`config.mk`:
```
export PLATFORM = sky130hd
export DESIGN_NAME = uart_rx_ctrl
export DESIGN_NICKNAME = d
export VERILOG_FILES = /design/src/rtl/uart_rx_ctrl.sv
export SDC_FILE = /design/constraint.sdc
export NUM_CORES = 1
export LEC_CHECK = 0
export BUFFER_PORTS_ARGS = -buffer_cell sky130_fd_sc_hd__buf_2
export CAP_MARGIN = 30
export CORE_MARGIN = 2
export CORE_UTILIZATION = 40
export DETAILED_ROUTE_END_ITERATION = 10
export GPL_ROUTABILITY_DRIVEN = 0
export HOLD_SLACK_MARGIN = 0.05
export PLACE_DENSITY = 0.62
export SYNTH_ARGS = -nofsm -noshare
export SYNTH_HDL_FRONTEND = slang
export SYNTH_SLANG_ARGS = --single-unit
```
`constraint.sdc`:
```
create_clock -name clk -period 3.3 [get_ports clk]
set_input_delay 0.495 -clock clk [delete_from_list [all_inputs] [get_ports clk]]
set_output_delay 0.495 -clock clk [all_outputs]
set_load 0.05 [all_outputs]
```
`src/rtl/uart_rx_ctrl.sv`:
```
// UART receive sequencer: mid-bit baud strobe generation, false-start / timeout
// recovery, and a small registered-output byte FIFO toward the consumer.
module uart_rx_ctrl #(
    parameter int CLK_DIV     = 868,
    parameter int FIFO_DEPTH  = 4,
    parameter int FRAME_TICKS = 12
) (
    input  logic       clk,
    input  logic       rst,
    input  logic       enable,
    input  logic       line_in,
    output logic       baud,
    output logic       rx_rst,
    input  logic [7:0] rx_data_in,
    input  logic       rx_done_in,
    output logic [7:0] m_data,
    output logic       m_valid,
    input  logic       m_ready,
    output logic       overrun,
    output logic       frame_err,
    input  logic       clear_err,
    output logic       busy
);
    localparam int CW = $clog2(CLK_DIV);
    localparam int TW = $clog2(FRAME_TICKS + 1);
    localparam int AW = $clog2(FIFO_DEPTH);
    localparam logic [CW-1:0] HALF_LOAD = CW'(CLK_DIV / 2 - 1);
    localparam logic [CW-1:0] FULL_LOAD = CW'(CLK_DIV - 1);
    localparam logic [TW-1:0] LAST_TICK = TW'(FRAME_TICKS - 1);
    localparam logic [AW:0]   DEPTH     = (AW + 1)'(FIFO_DEPTH);

    typedef enum logic [1:0] {IDLE, RUN, WAIT_HIGH} state_t;
    state_t r_state, w_state_nxt;

    logic          r_sync1, r_sync2, r_line_d;
    logic [CW-1:0] r_cnt;
    logic [TW-1:0] r_ticks;
    logic          r_rx_rst, r_frame_err, r_overrun;
    logic          w_fall, w_tick, w_false_start, w_timeout, w_abort;

    always_ff @(posedge clk) begin
        if (!rst) begin
            r_sync1  <= 1'b1;
            r_sync2  <= 1'b1;
            r_line_d <= 1'b1;
        end else begin
            r_sync1  <= line_in;
            r_sync2  <= r_sync1;
            r_line_d <= r_sync2;
        end
    end

    assign w_fall = r_line_d & ~r_sync2;

    always_ff @(posedge clk) begin
        if (!rst) r_state <= IDLE;
        else      r_state <= w_state_nxt;
    end

    always_comb begin
        w_state_nxt = r_state;
        if (!enable) begin
            w_state_nxt = IDLE;
        end else begin
            case (r_state)
                IDLE:      if (w_fall) w_state_nxt = RUN;
                RUN: begin
                    if (rx_done_in)         w_state_nxt = WAIT_HIGH;
                    else if (w_false_start) w_state_nxt = IDLE;
                    else if (w_timeout)     w_state_nxt = WAIT_HIGH;
                end
                WAIT_HIGH: if (r_sync2) w_state_nxt = IDLE;
                default:   w_state_nxt = IDLE;
            endcase
        end
    end

    // A completed byte outranks a false start or timeout seen in the same cycle.
    always_comb begin
        w_tick        = (r_state == RUN) && enable && (r_cnt == '0);
        w_false_start = w_tick && (r_ticks == '0) && r_sync2 && !rx_done_in;
        w_timeout     = w_tick && (r_ticks == LAST_TICK) && !rx_done_in;
        w_abort       = w_false_start || w_timeout;
        baud          = w_tick;
        busy          = (r_state != IDLE);
    end

    always_ff @(posedge clk) begin
        if (!rst) begin
            r_cnt   <= '0;
            r_ticks <= '0;
        end else if (r_state == IDLE && w_fall && enable) begin
            r_cnt   <= HALF_LOAD;
            r_ticks <= '0;
        end else if (r_state == RUN) begin
            if (r_cnt == '0) begin
                r_cnt   <= FULL_LOAD;
                r_ticks <= r_ticks + TW'(1);
            end else begin
                r_cnt <= r_cnt - CW'(1);
            end
        end
    end

    always_ff @(posedge clk) begin
        if (!rst) begin
            r_rx_rst    <= 1'b1;
            r_frame_err <= 1'b0;
        end else begin
            r_rx_rst <= !enable || w_abort;
            if (w_abort)        r_frame_err <= 1'b1;
            else if (clear_err) r_frame_err <= 1'b0;
        end
    end

    logic [7:0]    r_mem [FIFO_DEPTH];
    logic [AW-1:0] r_wptr, r_rptr, w_rptr_nxt;
    logic [AW:0]   r_count, w_count_nxt;
    logic [7:0]    r_data;
    logic          r_valid, w_pop, w_push, w_drop;

    always_comb begin
        w_pop      = r_valid && m_ready;
        w_push     = rx_done_in && ((r_count != DEPTH) || w_pop);
        w_drop     = rx_done_in && (r_count == DEPTH) && !w_pop;
        w_rptr_nxt = w_pop ? r_rptr + AW'(1) : r_rptr;
        case ({w_push, w_pop})
            2'b10:   w_count_nxt = r_count + (AW + 1)'(1);
            2'b01:   w_count_nxt = r_count - (AW + 1)'(1);
            default: w_count_nxt = r_count;
        endcase
    end

    always_ff @(posedge clk) begin
        if (w_push) r_mem[r_wptr] <= rx_data_in;
    end

    // The new head is the incoming byte whenever it lands in the head slot.
    always_ff @(posedge clk) begin
        if (!rst) begin
            r_wptr    <= '0;
            r_rptr    <= '0;
            r_count   <= '0;
            r_valid   <= 1'b0;
            r_data    <= '0;
            r_overrun <= 1'b0;
        end else begin
            if (w_push) r_wptr <= r_wptr + AW'(1);
            r_rptr  <= w_rptr_nxt;
            r_count <= w_count_nxt;
            r_valid <= (w_count_nxt != '0);
            if (w_count_nxt != '0)
                r_data <= (w_push && (r_wptr == w_rptr_nxt)) ? rx_data_in : r_mem[w_rptr_nxt];
            if (w_drop)         r_overrun <= 1'b1;
            else if (clear_err) r_overrun <= 1'b0;
        end
    end

    assign rx_rst    = r_rx_rst;
    assign frame_err = r_frame_err;
    assign overrun   = r_overrun;
    assign m_data    = r_data;
    assign m_valid   = r_valid;

endmodule

```
* After elaboration in Yosys (flattened, before gate mapping) *
Memory sizes are Yosys's and may differ from the RTL's. A register that Yosys moved wholly into a read port is not among the register bits.
Index checks and enable logic that the tools add are counted.

operators by class
  order comparisons = 0
  add/subtract/negate cells = 6
  reductions and logical operators = 32
  equality and inequality tests = 10
  mux-type cells = 16
  multipliers = 0
  divide/modulo/power cells = 0
  bitwise logic cells = 3
  shift operators = 0

operators with widths
  cell                   count
  $mux 9                 2
  $logic_and 1x1->1      13
  $mux 2                 6
  $logic_not 10->1       1
  $mux 10                1
  $sub 10x1->10 const B  1
  $reduce_bool 2->1      4
  $pmux 2 s3             1
  $pmux 3 s2             1
  $mux 1                 5
  $add 2x1->2 const B    2
  $add 4x1->4 const B    1
  $eq 2x1->1 const B     2
  $eq 2x2->1 const B     2
  $eq 4x4->1 const B     1
  $logic_not 1->1        4
  $logic_not 4->1        1
  $ne 2x2->1 const B     2
  $ne 4x4->1 const B     1
  $reduce_and 2->1       2
  $add 3x1->3 const B    1
  $eq 3x3->1 const B     1
  $logic_or 1x1->1       3
  $ne 3x3->1 const B     1
  7 further kinds        8

storage, ports and cells
  memory bits (writable) = 32
  output and inout bits = 14
  memories = 1
  latch bits = 0
  bits in read-only memories = 0
  bits in registers = 30

memories
  memory  words  bits a word  rd ports  clocked after memory_dff  write ports  RTL line  RTL
  r_mem   4      8            1         1                         1            116       logic [7:0] r_mem [FIFO_DEPTH];

* Longest topological paths before layout *
Gate-level depths: netlist of run 1.

  depth after elaboration = 9
  gate-level depth with buffers = 11

* Worst setup path after synthesis of run 1 *
No wires, ideal clock.

  kind = register to register
  from = register r_valid (netlist: m_valid)
  to = register r_data[2] (netlist: m_data[2]) (read register of r_mem)
  stages on the path, launching flop included = 11
  path buffers = 0
  data required time = 3.238 ns
  library setup time = 0.062 ns
  slack = 0.461 ns
  period minus slack after synthesis = 2.839 ns
  data arrival time = 2.777 ns
  path through = dfxtp_1 > nand2_2 > a31oi_4 > inv_1 > ha_1 > fa_1 > xnor2_1 > nor2_1 > xnor2_1 > a21boi_1 > a32o_1

on the way
  word-level cells in the longest chain between the ends = 6
  elaborated cells between the ends (all ways) = 8
  those cells by class = eq/ne: 2; mux: 2; reduce/logical: 4

ends and longest elaborated chain
  element                                          RTL line  RTL
  start: declaration                               120       logic r_valid, w_pop, w_push, w_drop;
  start signal: assignment                         151       r_valid <= (w_count_nxt != '0);
  $logic_and 1x1->1 *                              123       w_pop = r_valid && m_ready;
  $logic_or 1x1->1                                 124       w_push = rx_done_in && ((r_count != DEPTH) || w_pop);
  $logic_and 1x1->1                                124
  $eq 2x1->1 / $eq 2x2->1 (equally long branches)  127       case ({w_push, w_pop})
  $pmux 3 s2                                       127
  $reduce_bool 3->1                                152       if (w_count_nxt != '0)
  end: declaration                                 119       logic [7:0] r_data;

Mark *: on every way between the ends. The rest lies on a longest branch, timed or not.
A chain may end at the register's enable or synchronous reset.

* Worst setup path in the final report of run 1 *
  from = register r_valid (netlist: m_valid)
  to = register r_data[1] (netlist: m_data[1]) (read register of r_mem)

Same word-level chain as after synthesis.

==> impl_summary.md, run 1 <==
Status
The run finished with clean final reports.

Floorplan
The total area inside the core boundary comes to 8300 um^2. The die span in x is 97.1 um. During I/O placement, the number of pins put on the boundary was 29. The die covers 9430 um^2.

The floorplan row count is 33. In this run the vertical extent of the chip is 97.1 um. The initial core utilization is 41.8%.

Routing
The number of nets with antenna violations after routing is 0. After detailed routing, the number of remaining DRC violations is 0. The first-pass iteration count of the detailed router is 4. Across all layers, the routed design uses 2303 vias. The initial DRC count is 70.

The average wire per cell in the routed design is 15.6 um. In the routed layout, each cell is associated on average with a via count of 5.34. The sum of routed wire length over all layers is 6730 um.

Placement
After detailed placement, the total cell area comes to 3690 um^2. The number of cells in the design after placement is 415. The post-placement worst setup slack is about 0.24 ns. During placement, the flow inserted port buffers numbering 28. The HPWL after detailed placement is 4680 um.

CTS
The worst-case clock buffer depth is 2. Clock-pin slew was measured on the worst setup and hold paths at 0.08 ns. The hold-fix buffer count after cts is 0.

The H-tree generated during clock tree synthesis spans 3 levels. The TritonCTS sink count is 70. The number of setup buffers added after CTS is 0.

TritonCTS built the clock tree. Clock latency on the worst-skew pair, taken at its later pin, is 0.34 ns. The number of resized instances in the post-cts repair step is 0. CTS placed an instance of clkbuf_8 at the clock tree root. In this run, CTS created clock tree buffers numbering 9.

Timing
Setup repair after global routing left no endpoint under its margin. The hold violation count in the final report is 0. The final cycle utilization of the critical path is 86.0%. At the pin with the least slew margin, the transition time is 0.688 ns.

The achievable clock frequency is roughly 350 MHz. Headroom to the max-slew limit came out at 54.0%. The worst setup skew after layout is 0.00898 ns. The post-route worst setup slack is 0.461 ns. The count of pins over their slew limit was 0. Hold is met by 0.340 ns. Adding up every negative setup slack in the final design gives 0 ns. The final critical path time including I/O delays and setup is 2.84 ns. The setup violation total in the final timing report is 0.

Layout
The number of nets in the finished design is around 350. The top cell types in the final layout, fill and taps aside, are dfxtp_1 (37), mux2i_1 (33), edfxtp_1 (32). The total inserted antenna cells is 0. The library cell used most frequently in the layout, excluding fill and tap cells, is dfxtp_1. The multi-input combinational cell area is around 1600 um^2.

The fraction of layout cells with a size suffix above 1 is 19.6%. The core utilization of the finished layout is 47.0%. The area taken by flip-flops and latches is about 1700 um^2.

The number of standard cells in the final layout excluding fillers is about 430. Relative to the synthesized area, the layout overhead comes to 12.5%. The number of fill cells in the layout is 745. After routing the design area is roughly 3900 um^2.

GRT
The total congestion overflow after global routing is 0. The total global routing track utilization is 14.8%. The global-route wire length before repair is 11000 um. The number of antenna violations at the first check in global routing is 0. The largest net degree at the start of global routing is 24. The via count of the first global-routing pass is ~2200.

Setup path
The critical-path maximum fanout is 9. The worst reg2reg path depth is 10. STA classifies the critical path startpoint as a register.

Data on the critical path arrives at its endpoint at 3.12 ns. The endpoint identified for the worst register-to-register timing path is m_data[1]. The kind of end point of the critical path is a register. The required time at the endpoint of the critical path is 3.58 ns. The startpoint identified for the worst register-to-register timing path is m_valid.

The slack of the worst reg-to-reg path is about 0.46 ns. The critical setup path kind is reg -> reg.

Worst hold path
The worst hold path passes through 2 cells. The origin of the worst min-delay path is line_in. The worst hold path terminates at r_sync1. The kind of path behind the tightest hold check is in -> reg.

Synth
The post-synthesis net count is about 310. During synthesis, Yosys emitted a total of 0 warnings. The proportion of synthesized flip-flops having asynchronous set or reset is 0%.

The number of enable flip-flop cells after synthesis is 32. The sequential area share after synthesis is 49.7%. The synthesized cell area is 3470 um^2.

In this run, distinct cell masters in the synthesized netlist total 55. In this run, synthesis produced a sequential element count of 70. In the synthesized netlist the dominant register cell turns out to be dfxtp_1. The synthesized area per cell is 12.0 um^2.

The cell count after synthesis came out at 290.

Pwr
IR analysis of the VDD net gives a maximum drop of 295 uV. The post-layout total power is roughly 2.4 mW. The leakage power total is between 1 and 1.5 nW.

The cell area power density is 626 nW/um^2.

Run
The count of max-cap constraint violations is 0.
## layout make-up
class                           instances  area share (%)
Sequential cell                        70            44.2
Multi-Input combinational cell        199            41.9
Timing Repair Buffer                   31            4.17
Clock buffer                           10            3.82
Tap cell                              105            3.37
Clock inverter                          6            1.51
Inverter                               10            1.03
## cells in the mapped netlist (2+ instances only)
| cell | n | area share (%) |
|---|---|---|
| a21boi_1 | 2 | 0.43 |
| xnor2_1 | 7 | 1.8 |
| and2_1 | 6 | 1.1 |
| mux4_1 | 8 | 6.1 |
| and4b_1 | 2 | 0.58 |
| o21ai_0 | 3 | 0.43 |
| a21boi_0 | 6 | 1.3 |
| nand2_1 | 20 | 2.2 |
| a311oi_1 | 2 | 0.51 |
| or2_1 | 2 | 0.36 |
| nor2_1 | 20 | 2.2 |
| nor2b_1 | 6 | 1.1 |
| nand2b_1 | 7 | 1.3 |
| and3_1 | 3 | 0.54 |
| or2_2 | 7 | 1.3 |
| dfxtp_1 | 38 | 22 |
| a21oi_1 | 7 | 1.0 |
| clkbuf_1 | 3 | 0.32 |
| or3_1 | 2 | 0.36 |
| a32oi_1 | 2 | 0.51 |
| mux2i_1 | 33 | 9.5 |
| o22ai_1 | 2 | 0.36 |
| ha_1 | 8 | 2.9 |
| and3b_1 | 2 | 0.51 |
| nand3_1 | 4 | 0.58 |
| xor2_1 | 2 | 0.51 |
| nor3_1 | 5 | 0.72 |
| buf_4 | 5 | 1.1 |
| nand4_1 | 3 | 0.54 |
| edfxtp_1 | 32 | 28 |
| inv_1 | 9 | 0.97 |
| a32o_1 | 8 | 2.3 |
| nand3b_1 | 2 | 0.43 |
## worst max-delay path, cell delays in order, from the launching register on
cell	delay [ns]
dfxtp_1	0.40
nand2_2	0.13
a31oi_4	0.30
inv_1	0.08
ha_1	0.25
fa_1	0.39
xnor2_1	0.16
nor2_1	0.06
xnor2_1	0.15
a21boi_1	0.58
a32o_1	0.27
## metal layers
| layer | track usage [%] | wire length [um] |
|---|---|---|
| met3 | 3.09 | 281 |
| met5 | 0 | 0 |
| met1 | 21.0 | 3380 |
| met4 | 6.18 | 88 |
| met2 | 21.8 | 2970 |
## sequential cells by signal, indices dropped and copies added, names as in the netlist
name and flops:
r_mem 32, r_cnt 10, m_data 8, r_ticks 4, r_count 3, r_rptr 2, r_state 2, r_wptr 2
frame_err 1, m_valid 1, overrun 1, r_line_d 1, r_sync1 1, r_sync2 1, rx_rst 1
## power by group
part	internal, mW	switching [mW]
logic	0.242	0.398
registers	1.01	0.0892
clock network	0.389	0.316
total	1.64	0.803
## worst max-delay path by stage
stage	slack [ns]	to	start	cells past startpoint
3_3_place_gp	0.32	m_data[2]	m_ready	11
3_5_place_dp	0.24	m_data[1]	m_ready	11
4_1_cts	0.43	m_data[1]	r_count[1]	10
2_1_floorplan	0.46	m_data[2]	m_valid	10
6_report	0.46	m_data[1]	m_valid	10
5_1_grt	0.14	m_data[1]	r_count[1]	10
## kinds of logic after synthesis
group           share of synthesized area [%]
mux                                      15.6
fa+ha+maj                                3.46
buf+inv                                  3.14
xor+xnor                                 2.74
simple gates                             16.2
compound gates                           9.24
flops                                    49.7
Power figures use the tool's default switching activity.
==> run 2, diff against run 1 <==
--- a/config.mk
+++ b/config.mk
@@ -13,6 +13,8 @@
 export GPL_ROUTABILITY_DRIVEN = 0
 export HOLD_SLACK_MARGIN = 0.05
 export PLACE_DENSITY = 0.62
+export REMOVE_ABC_BUFFERS = 1
+export SKIP_CTS_REPAIR_TIMING = 1
 export SYNTH_ARGS = -nofsm -noshare
 export SYNTH_HDL_FRONTEND = slang
 export SYNTH_SLANG_ARGS = --single-unit
==> run 2 against run 1 <==
Compared with the run above: first-iteration DRC count grew 81%; power increased by 1.8%; critical path depth is the same; clock power grew 6.4%; cell count stayed put; via count decreased by 0.52%; non-clock buffer count unchanged; die area is the same; hold slack worse by 0.0068 ns; largest power group unchanged; highest routed layer unchanged.
==> impl_summary.md, run 2 (synthesis gave the netlist of run 1 again) <==
Status
The flow ran to the end, and the final reports show no timing, DRC or antenna violations.

Setup path
The start point of the critical path is m_valid. STA classifies the critical path endpoint as a register. The required time at the endpoint of the critical path came to 3.59 ns (about the same). The arrival time of data at the critical path endpoint is 3.19 ns (+0.07 ns). The critical-path maximum fanout came to 9 (unchanged). STA classifies the critical path startpoint as a register.

The worst reg2reg path depth came to 10 (unchanged). The setup path with the least slack is of type reg -> reg. In this run the critical register-to-register path is launched from m_valid.

GRT
The number of antenna violations at the first check in global routing is 0 (unchanged). The largest net degree at the start of global routing came to 35 (+46%). The global-route wire length before repair was 11000 um (+0.69%). The via count of the first global-routing pass is 2218 (+1.3%). The total global routing track utilization is 15.0% (+0.23 points). The total congestion overflow after global routing was 0 (unchanged).

Floorplan
The boundary pin count is 29 (unchanged). The core box area is 8300 um^2 (unchanged). The height of the chip is 97.1 um (unchanged). The die outline area is 9430 um^2 (unchanged).

The die span in x is 97.1 um (unchanged). The initial core utilization is 41.8% (unchanged). The floorplan row count is 33 (unchanged).

Routing
The number of design rule violations left after detail routing is 0 (unchanged). The initial DRC count is 127 (+81%). The number of vias after detailed routing is 2291 (-0.52%).

The detailed-routing wirelength on met1 is 3480 um (+2.8%). The number of nets with antenna violations after routing is 0 (unchanged). The average wire per cell in the routed design is 15.7 um (+0.45%). The met2 wire length is 2920 um (-2.0%). The first-pass iteration count of the detailed router is 4 (unchanged).

The highest routing layer actually used is met4. The ratio of routed vias to standard cells is 5.32 (-0.52%). The routed wire length on met3 is 178 um (-37%).

The sum of routed wire length over all layers is 6760 um (+0.45%).

Layout
The core utilization of the finished layout is 47.1% (+0.11 points). Ranked by flip-flop count, first place goes to r_mem. The number of flip-flops under the largest register name is 32 (unchanged).

In the layout the commonest cells are dfxtp_1 (37), mux2i_1 (33), edfxtp_1 (32). The total non-filler cell area in the finished layout was 3910 um^2 (+0.22%). The number of nets in the finished design is 345 (unchanged). The number of fill cells in the layout is 745 (unchanged). The area taken by flip-flops and latches came to 1720 um^2 (unchanged). Relative to the synthesized area, the layout overhead comes to 12.8%. The total inserted antenna cells was 0 (unchanged). The number of standard cells in the final layout excluding fillers is 431 (unchanged). The multi-input combinational cell area is 1640 um^2 (unchanged). The fraction of layout cells with a size suffix above 1 came to 19.3% (-0.31 points).

The leading cell type in the layout, fill and taps excluded is dfxtp_1.

Timing
The actual slew at the worst max-slew pin was 0.676 ns (-0.0113 ns). The final cycle utilization of the critical path is 88.0% (+2.0 points). The worst slew margin relative to its limit is 54.8% (+0.76 points).

The post-route worst setup slack came to 0.397 ns (-0.0646 ns). The summed negative setup slack over all endpoints is 0 ns (unchanged). Setup repair after global routing left no endpoint under its margin.

The achievable clock frequency is 344 MHz (-2.2%). The count of pins over their slew limit came to 0 (unchanged). The worst setup skew after layout came to 0.0106 ns (+0.00158 ns). The hold violation count in the final report is 0 (unchanged). The setup violation total in the final timing report is 0 (unchanged). The final critical path time including I/O delays and setup came to 2.90 ns (+0.0646 ns).

CTS
TritonCTS built the clock tree. The number of clock buffers inserted by TritonCTS is 9 (unchanged). The clock transition at the registers of the reported paths came to 0.08 ns (about the same). The H-tree depth is 3 (unchanged).

The TritonCTS sink count is 70 (unchanged). The latest clock arrival within the worst-skew pair is 0.35 ns (about the same). The cell sitting at the root of the clock tree is a clkbuf_8. The worst-case clock buffer depth came to 2 (unchanged).

Run
The count of max-cap constraint violations was 0 (unchanged).

Worst hold path
The path class of the tightest hold or removal check is in -> reg. The worst hold path cell count was 2 (unchanged). The origin of the worst min-delay path is line_in.

Placement
The number of cells in the design after placement is 415 (unchanged). The count of port buffers added during placement was 28 (unchanged). The placed cell area is 3690 um^2 (unchanged).

The detailed placer's ending HPWL is 4630 um (-1.1%). The post-placement worst setup slack is 0.317 ns (+0.0727 ns).

Pwr
The cell area power density is 636 nW/um^2 (+1.6%). The leakage power total is 1.44 nW (+0.20%). The maximum resistive drop on vdd is 250 uV (-15%).
==> run 2: final cells by class <==
| cell class | instances | share of cell area [%] |
|---|---|---|
| Clock buffer | 11 | 3.36 |
| Clock inverter | 5 | 2.18 |
| Inverter | 10 | 1.02 |
| Multi-Input combinational cell | 199 | 41.9 |
| Sequential cell | 70 | 44.1 |
| Tap cell | 105 | 3.36 |
| Timing Repair Buffer | 31 | 4.16 |
==> run 2: critical path, stage by stage (launching register included) <==
cell,delay (ns)
dfxtp_1,0.46
nand2_2,0.15
a31oi_4,0.31
inv_1,0.08
ha_1,0.24
fa_1,0.38
xnor2_1,0.16
nor2_1,0.06
xnor2_1,0.15
a21boi_1,0.57
a32o_1,0.27
==> run 2: routing by layer <==
metal | up-vias | track usage [%]
li1 | 1144 | -
met1 | 1098 | 21.5
met2 | 36 | 21.3
met3 | 13 | 2.81
met4 | 0 | 8.23
met5 | - | 0
==> run 2: worst paths after layout <==
path	slack, ns	endpoint
max	0.40	m_data[3]
min reg2reg	0.41	r_sync2
max reg2reg	0.40	m_data[3]
min	0.33	r_sync1
==> run 2: power breakdown <==
| group | leakage, nW | switching, mW | internal, mW | total [mW] |
|---|---|---|---|---|
| Combinational | 0.731 | 0.413 | 0.242 | 0.655 |
| Sequential | 0.605 | 0.0744 | 1.01 | 1.08 |
| Clock | 0.104 | 0.321 | 0.429 | 0.750 |
==> run 2: per-stage QoR <==
step	hold slack, ns	power [mW]
3_3_place_gp	0.395	1.74
6_report	0.333	2.49
4_1_cts	0.321	2.50
2_1_floorplan	0.386	1.59
3_5_place_dp	0.402	1.76
5_1_grt	0.322	2.61
